$ cat src/rtl/exec_mc_pkg.sv
// Shared types and constants for the exec_mc execute stage.
package exec_mc_pkg;

  // Execute-stage sequencing states.
  typedef enum logic {
    EXEC_RUN   = 1'b0,
    EXEC_SHIFT = 1'b1
  } exec_state_e;

  // Register-file sign/zero-extension codes passed through to writeback.
  localparam logic [2:0] XRS_NONE = 3'd0;
  localparam logic [2:0] XRS_S8   = 3'd1;
  localparam logic [2:0] XRS_S16  = 3'd2;
  localparam logic [2:0] XRS_S32  = 3'd3;
  localparam logic [2:0] XRS_S64  = 3'd4;
  localparam logic [2:0] XRS_U8   = 3'd5;
  localparam logic [2:0] XRS_U16  = 3'd6;
  localparam logic [2:0] XRS_U32  = 3'd7;

  // Width of a shift amount for a given datapath width.
  function automatic int unsigned shamt_width(input int unsigned xlen);
    return $clog2(xlen);
  endfunction

endpackage

$ cat src/rtl/exec_shifter.sv
// Iterative barrel shifter: moves at most SHIFT_STEP positions per clock.
// res_c_o is the value after the current step, so the owner can capture the
// finished result on the same edge that performs the last step.
module exec_shifter
  import exec_mc_pkg::*;
#(
  parameter int unsigned XLEN       = 64,
  parameter int unsigned SHIFT_STEP = 8
) (
  input  logic                     clk_i,
  input  logic                     reset_i,
  input  logic                     load_i,
  input  logic [XLEN-1:0]          value_i,
  input  logic [$clog2(XLEN)-1:0]  shamt_i,
  input  logic                     left_i,
  input  logic                     arith_i,
  output logic [XLEN-1:0]          res_c_o,
  output logic                     last_c_o
);

  localparam int unsigned SHW = shamt_width(XLEN);
  localparam int unsigned CW  = SHW + 1;

  logic [XLEN-1:0] value_q;
  logic [XLEN-1:0] value_d;
  logic [SHW-1:0]  rem_q;
  logic [SHW-1:0]  rem_d;
  logic            left_q;
  logic            arith_q;
  logic [CW-1:0]   step_c;

  // Step size and next value/remaining count for one shift iteration.
  always_comb begin
    step_c = (CW'(rem_q) > CW'(SHIFT_STEP)) ? CW'(SHIFT_STEP) : CW'(rem_q);
    if (left_q) begin
      value_d = value_q << step_c;
    end else if (arith_q) begin
      value_d = $unsigned($signed(value_q) >>> step_c);
    end else begin
      value_d = value_q >> step_c;
    end
    rem_d = rem_q - SHW'(step_c);
  end

  assign res_c_o  = value_d;
  assign last_c_o = (CW'(rem_q) <= CW'(SHIFT_STEP));

  // Load a new operation or advance the one in flight; idles harmlessly at rem 0.
  always_ff @(posedge clk_i) begin
    if (!reset_i) begin
      value_q <= '0;
      rem_q   <= '0;
      left_q  <= 1'b0;
      arith_q <= 1'b0;
    end else if (load_i) begin
      value_q <= value_i;
      rem_q   <= shamt_i;
      left_q  <= left_i;
      arith_q <= arith_i;
    end else begin
      value_q <= value_d;
      rem_q   <= rem_d;
    end
  end

endmodule

$ cat src/rtl/exec_mc.sv
// Execute stage: single-cycle ALU plus iterative shifter behind a valid/ready
// handshake, with registered result and passthrough memory/writeback controls.
module exec_mc
  import exec_mc_pkg::*;
#(
  parameter int unsigned XLEN       = 64,
  parameter int unsigned SHIFT_STEP = 8
) (
  input  logic            clk_i,
  input  logic            reset_i,
  input  logic            valid_i,
  output logic            ready_o,
  input  logic [XLEN-1:0] inpa_i,
  input  logic [XLEN-1:0] inpb_i,
  input  logic            invB_i,
  input  logic            cflag_i,
  input  logic            lsh_en_i,
  input  logic            rsh_en_i,
  input  logic            sra_i,
  input  logic            wordop_i,
  input  logic            sum_en_i,
  input  logic            and_en_i,
  input  logic            xor_en_i,
  input  logic            ltu_en_i,
  input  logic            lts_en_i,
  input  logic [4:0]      rd_i,
  input  logic            we_i,
  input  logic            nomem_i,
  input  logic            mem_i,
  input  logic [XLEN-1:0] dat_i,
  input  logic [2:0]      xrs_rwe_i,
  input  logic            busy_i,
  output logic            valid_o,
  output logic [4:0]      rd_o,
  output logic [XLEN-1:0] addr_o,
  output logic            we_o,
  output logic            nomem_o,
  output logic            mem_o,
  output logic [XLEN-1:0] dat_o,
  output logic [2:0]      xrs_rwe_o
);

  localparam int unsigned    SHW      = shamt_width(XLEN);
  localparam logic           HAS_WORD = 1'(XLEN == 64);
  localparam logic [XLEN-1:0] HI_MASK = ~XLEN'(32'hFFFF_FFFF);

  // Sign-extend from bit 31 (identity when XLEN is 32).
  function automatic logic [XLEN-1:0] sext32(input logic [XLEN-1:0] x);
    return x[31] ? (x | HI_MASK) : (x & ~HI_MASK);
  endfunction

  // Zero the bits above 31 (identity when XLEN is 32).
  function automatic logic [XLEN-1:0] zext32(input logic [XLEN-1:0] x);
    return x & ~HI_MASK;
  endfunction

  exec_state_e state_q;

  logic            valid_q;
  logic [4:0]      rd_q;
  logic [XLEN-1:0] addr_q;
  logic            we_q;
  logic            nomem_q;
  logic            mem_q;
  logic [XLEN-1:0] dat_q;
  logic [2:0]      xrs_q;

  // Controls captured at shift accept, released when the shift finishes.
  logic [4:0]      pend_rd_q;
  logic            pend_we_q;
  logic            pend_nomem_q;
  logic            pend_mem_q;
  logic [XLEN-1:0] pend_dat_q;
  logic [2:0]      pend_xrs_q;
  logic            pend_word_q;

  logic            word_c;
  logic [XLEN-1:0] a_c;
  logic [XLEN-1:0] b_c;
  logic [XLEN-1:0] sum_c;
  logic            ltu_c;
  logic            lts_c;
  logic [XLEN-1:0] alu_c;
  logic [XLEN-1:0] alu_res_c;
  logic [SHW-1:0]  shamt_c;
  logic            is_shift_c;
  logic [XLEN-1:0] sh_opnd_c;
  logic [XLEN-1:0] direct_res_c;
  logic [XLEN-1:0] sh_res_c;
  logic            sh_last_c;
  logic [XLEN-1:0] fin_res_c;
  logic            ready_c;
  logic            accept_c;
  logic            load_c;

  // ALU operands, unit results and the OR-combined single-cycle result.
  always_comb begin
    word_c    = HAS_WORD & wordop_i;
    a_c       = word_c ? sext32(inpa_i) : inpa_i;
    b_c       = word_c ? sext32(inpb_i) : inpb_i;
    sum_c     = a_c + (invB_i ? ~b_c : b_c) + XLEN'(cflag_i);
    ltu_c     = (a_c < b_c);
    lts_c     = ($signed(a_c) < $signed(b_c));
    alu_c     = (sum_en_i ? sum_c       : '0)
              | (and_en_i ? (a_c & b_c) : '0)
              | (xor_en_i ? (a_c ^ b_c) : '0)
              | (ltu_en_i ? XLEN'(ltu_c) : '0)
              | (lts_en_i ? XLEN'(lts_c) : '0);
    alu_res_c = word_c ? sext32(alu_c) : alu_c;
  end

  // Shift operand prep; word SRA pre-extends so the fill comes from bit 31.
  always_comb begin
    shamt_c    = word_c ? SHW'(inpb_i[4:0]) : inpb_i[SHW-1:0];
    is_shift_c = lsh_en_i | rsh_en_i;
    if (!word_c) begin
      sh_opnd_c = inpa_i;
    end else if (rsh_en_i && sra_i && !lsh_en_i) begin
      sh_opnd_c = sext32(inpa_i);
    end else begin
      sh_opnd_c = zext32(inpa_i);
    end
    direct_res_c = is_shift_c ? (word_c ? sext32(sh_opnd_c) : sh_opnd_c) : alu_res_c;
    fin_res_c    = pend_word_q ? sext32(sh_res_c) : sh_res_c;
  end

  // Handshake: accept only when idle, not stalled and out of reset.
  always_comb begin
    ready_c  = reset_i & (state_q == EXEC_RUN) & ~busy_i;
    accept_c = valid_i & ready_c;
    load_c   = accept_c & is_shift_c & (shamt_c != '0);
  end

  exec_shifter #(
    .XLEN       (XLEN),
    .SHIFT_STEP (SHIFT_STEP)
  ) u_shifter (
    .clk_i    (clk_i),
    .reset_i  (reset_i),
    .load_i   (load_c),
    .value_i  (sh_opnd_c),
    .shamt_i  (shamt_c),
    .left_i   (lsh_en_i),
    .arith_i  (sra_i),
    .res_c_o  (sh_res_c),
    .last_c_o (sh_last_c)
  );

  // Sequencer and output registers; busy_i freezes every output register.
  always_ff @(posedge clk_i) begin
    if (!reset_i) begin
      state_q      <= EXEC_RUN;
      valid_q      <= 1'b0;
      rd_q         <= '0;
      addr_q       <= '0;
      we_q         <= 1'b0;
      nomem_q      <= 1'b0;
      mem_q        <= 1'b0;
      dat_q        <= '0;
      xrs_q        <= '0;
      pend_rd_q    <= '0;
      pend_we_q    <= 1'b0;
      pend_nomem_q <= 1'b0;
      pend_mem_q   <= 1'b0;
      pend_dat_q   <= '0;
      pend_xrs_q   <= '0;
      pend_word_q  <= 1'b0;
    end else begin
      case (state_q)
        EXEC_RUN: begin
          if (load_c) begin
            state_q      <= EXEC_SHIFT;
            valid_q      <= 1'b0;
            pend_rd_q    <= rd_i;
            pend_we_q    <= we_i;
            pend_nomem_q <= nomem_i;
            pend_mem_q   <= mem_i;
            pend_dat_q   <= dat_i;
            pend_xrs_q   <= xrs_rwe_i;
            pend_word_q  <= word_c;
          end else if (accept_c) begin
            valid_q <= 1'b1;
            rd_q    <= rd_i;
            addr_q  <= direct_res_c;
            we_q    <= we_i;
            nomem_q <= nomem_i;
            mem_q   <= mem_i;
            dat_q   <= dat_i;
            xrs_q   <= xrs_rwe_i;
          end else if (!busy_i) begin
            valid_q <= 1'b0;
          end
        end
        EXEC_SHIFT: begin
          if (!busy_i) begin
            if (sh_last_c) begin
              state_q <= EXEC_RUN;
              valid_q <= 1'b1;
              rd_q    <= pend_rd_q;
              addr_q  <= fin_res_c;
              we_q    <= pend_we_q;
              nomem_q <= pend_nomem_q;
              mem_q   <= pend_mem_q;
              dat_q   <= pend_dat_q;
              xrs_q   <= pend_xrs_q;
            end else begin
              valid_q <= 1'b0;
            end
          end
        end
        default: state_q <= EXEC_RUN;
      endcase
    end
  end

  assign ready_o   = ready_c;
  assign valid_o   = valid_q;
  assign rd_o      = rd_q;
  assign addr_o    = addr_q;
  assign we_o      = we_q;
  assign nomem_o   = nomem_q;
  assign mem_o     = mem_q;
  assign dat_o     = dat_q;
  assign xrs_rwe_o = xrs_q;

endmodule

$ cat config.mk
export PLATFORM = sky130hd
export DESIGN_NAME = exec_mc
export DESIGN_NICKNAME = d
export VERILOG_FILES = /design/src/rtl/exec_mc_pkg.sv /design/src/rtl/exec_shifter.sv /design/src/rtl/exec_mc.sv
export SDC_FILE = /design/constraint.sdc
export NUM_CORES = 2
export LEC_CHECK = 0
export ABC_AREA = 1
export BUFFER_PORTS_ARGS = -buffer_cell sky130_fd_sc_hd__buf_4
export CAP_MARGIN = 20
export CORE_MARGIN = 8
export CORE_UTILIZATION = 61
export CTS_BUF_LIST = sky130_fd_sc_hd__clkbuf_8
export CTS_CLUSTER_SIZE = 24
export DETAILED_ROUTE_END_ITERATION = 7
export GPL_TIMING_DRIVEN = 0
export HOLD_SLACK_MARGIN = 0.05
export PLACE_DENSITY = 0.84
export SLEW_MARGIN = 20
export SYNTH_ARGS = -nofsm -noshare
export SYNTH_HDL_FRONTEND = slang
export SYNTH_HIERARCHICAL = 1
export SYNTH_SLANG_ARGS = --single-unit
export TNS_END_PERCENT = 50
$ cat constraint.sdc
create_clock -name clk_i -period 4.7 [get_ports clk_i]
set_clock_uncertainty 0.15 [all_clocks]
set_input_delay 0.705 -clock clk_i [delete_from_list [all_inputs] [get_ports clk_i]]
set_output_delay 0.705 -clock clk_i [all_outputs]
set_load 0.03 [all_outputs]
==> results.json <==
{
  "final_cells": 5798,
  "placed_cells": 5709,
  "viasPerCell": 6.58,
  "synth_area_mm2": 0.0278,
  "fin_area_mm2": 0.0322,
  "io_buffers": 355,
  "drive_above_1_share_pct": 11.6,
  "p_per_area_mw_per_mm2": 351,
  "io_pins": 359,
  "syn_inst": 4754,
  "cp-start-kind": "input pin",
  "drc": 139,
  "cts.clk_slew.worst_paths_ps": 60,
  "cts_buffer_depth": 3,
  "dieArea_mm2": 0.0527,
  "max-slew-margin-rel_pct": 21.7,
  "htree_levels": 2,
  "die_y_um": 229,
  "final_common_cell": "nand2_1",
  "yosysWarnings": 6,
  "worst-path-buf-inv": 9,
  "yosysUniqueCellTypes": 62,
  "gr-total-overflow": 0,
  "crit_family": "buffers and inverters",
  "mostFrequentLayoutCells": "nand2_1, nand3_1, inv_1",
  "crit_type": "in2reg",
  "layout.nets": 5571,
  "slew_viol_final": 0,
  "insertion_delay_ps": 640,
  "grt_pass1_wl_um": 206000,
  "rows": 78,
  "wl_per_cell_um": 24.3,
  "layout_setup_ws_ps": -165,
  "cts_sinks": 289,
  "final_util_pct": 71.3,
  "ant_nets": 0,
  "grt_pass1_vias": 35000,
  "cp_slowest_cell": "nor3_1",
  "async_flop_share_pct": 0,
  "synthFlopType": "dfxtp_1",
  "cts-buffers-inserted": 49,
  "vias": 38200,
  "routabilityCongestion": 1.22,
  "outcome": "finished, violations left",
  "cp.required_ps": 5130,
  "wirelength_um": 141000,
  "violations": "DRC, setup timing",
  "critPathCaptureType": "register",
  "hold_buffers": 0,
  "area_delta_synth_final_pct": 15.9,
  "ys_ff_latch": 289,
  "drv_cap": 0,
  "die-width_um": 229,
  "max_stage_delay_ps": 780,
  "synth_edf_count": 0,
  "syn_area_per_cell_um2": 5.85,
  "cts_root_buf": "clkbuf_8",
  "period_needed_ps": 4860,
  "seq_area_frac_synth_pct": 20.8,
  "dp_hpwl_um": 109000,
  "tns_ps": -2220,
  "first_pass_iters": 8,
  "synth_nets": 5165,
  "ir_drop_uv": 304,
  "yosys-top-cells-area": "dfxtp_1, nand2_1, nand3_1",
  "cp_cell_sequence": "buf_4, buf_2, inv_1, nor3_1, nand2_1, nor2_1, nand2_1, inv_2, clkbuf_1, inv_2, clkbuf_1, buf_1, nand3_1, nand2_1, inv_1",
  "core_mm2": 0.0452,
  "grt_max_degree": 15,
  "hp-class": "in2reg",
  "start_util_pct": 61.5,
  "synth_top_area_cell": "dfxtp_1",
  "synth_top_area_share_pct": 20.8,
  "place_area_mm2": 0.0312,
  "fin_crit_sh_pct": 104,
  "worstPathMaxFanout": 11,
  "cpMostUsedCell": "nand2_1",
  "rsz0062_at_grt": "no",
  "setup_viol": 24,
  "arrival_ps": 5300,
  "p_leak_nw": 16.5,
  "finalHoldViolations": 0,
  "dp_worst_setup_slack_ps": -162,
  "grt_usage_pct": 50.0,
  "antenna_found_initial": 4,
  "tightest_slew_ps": 1170,
  "cts_tree": "yes",
  "max_freq_mhz": 206,
  "first_iter_violations": 7351
}
-- worst reg2reg max path, stage by stage (launching register included) --
cell      delay, ps
dfxtp_1         290
buf_2           180
nor3_1          820
nand2_1         440
nor2_1          180
nand2_1         280
inv_2           200
clkbuf_1        510
inv_2           250
clkbuf_1        420
buf_1           510
nand3_1         260
nand2_1          80
inv_1            70
-- logic make-up after synthesis --
group | synth area share, %
AOI/OAI and AO/OA | 16.0
xor gates and xnor gates | 2.02
adders and majority gates | 8.74
buffers and inverters | 9.57
DFF | 20.8
other | 0.0135
and+or+nand+nor | 42.8
-- metal layers --
layer	vias to the layer above	wire (um)	global-route usage, %
met3	1001	24800	21.6
li1	16700	-	-
met2	3554	56300	72.1
met4	8	12800	36.4
met1	16900	46700	58.2
met5	-	79	0.662
-- path summary, 6_finish.rpt --
| check | start | end | slack [ps] | cells after the start |
|---|---|---|---|---|
| setup reg to reg | state_q | u_shifter/value_q[46] | 50 | 13 |
| hold / removal | dat_i[35] | pend_dat_q[35] | 130 | 3 |
| setup / recovery | reset_i | u_shifter/value_q[46] | -160 | 15 |
| hold reg to reg | pend_dat_q[54] | pend_dat_q[54] | 320 | 2 |
-- report_power, final --
| part | switching [mW] | internal (mW) | leakage, nW |
|---|---|---|---|
| logic | 4.26 | 1.72 | 13.6 |
| registers | 0.223 | 2.72 | 2.37 |
| clock network | 1.13 | 1.26 | 0.569 |
-- area by class of cell --
class / count / area, um^2
sequential: 289 / 5790
multi-input combinational: 3807 / 19400
timing repair buffer: 355 / 2670
tap: 600 / 751
inverter: 374 / 1410
clock buffer: 56 / 771
fill: 4003 / 13000
clock inverter: 30 / 234
antenna: 3 / 7.51
buffer: 284 / 1250
-- cell usage after synthesis, drive strengths merged, types with 2 or more instances --
| master | number |
|---|---|
| nand4 | 44 |
| buf | 128 |
| nor3b | 2 |
| a21oi | 329 |
| o22ai | 5 |
| a21o | 9 |
| nand3b | 9 |
| o21ai | 270 |
| and3 | 4 |
| nor2 | 376 |
| nand3 | 835 |
| o2111ai | 28 |
| inv | 372 |
| or2 | 24 |
| dfxtp | 289 |
| a22oi | 3 |
| a31oi | 87 |
| nor3 | 20 |
| o21a | 10 |
| a211oi | 4 |
| fa | 2 |
| ha | 191 |
| xor2 | 62 |
| o21bai | 5 |
| clkbuf | 156 |
| xnor2 | 2 |
| and2 | 2 |
| a221oi | 2 |
| nor4 | 7 |
| o211ai | 37 |
| clkinv | 2 |
| nand2 | 1431 |
-- per-stage QoR --
| stage | power (mW) | hold slack, ps |
|---|---|---|
| after floorplan | 6.48 | 296 |
| after global placement | 8.42 | 295 |
| after detailed placement | 8.46 | 307 |
| after CTS | 10.8 | 112 |
| after global routing | 11.7 | 113 |
| final | 11.3 | 128 |
-- sequential cells by signal, summed over array words and instances (netlist names), 3 cells and up --
signal             flops
addr_o                64
dat_o                 64
pend_dat_q            64
u_shifter/value_q     64
u_shifter/rem_q        6
pend_rd_q              5
rd_o                   5
pend_xrs_q             3
xrs_rwe_o              3
-- repair_timing --
item	CTS	global route
endpoints found under the hold margin	0	0
setup buffers	0	0
setup endpoints to repair	0	3
resized for setup	0	3
(Power assumes the default switching activity.)
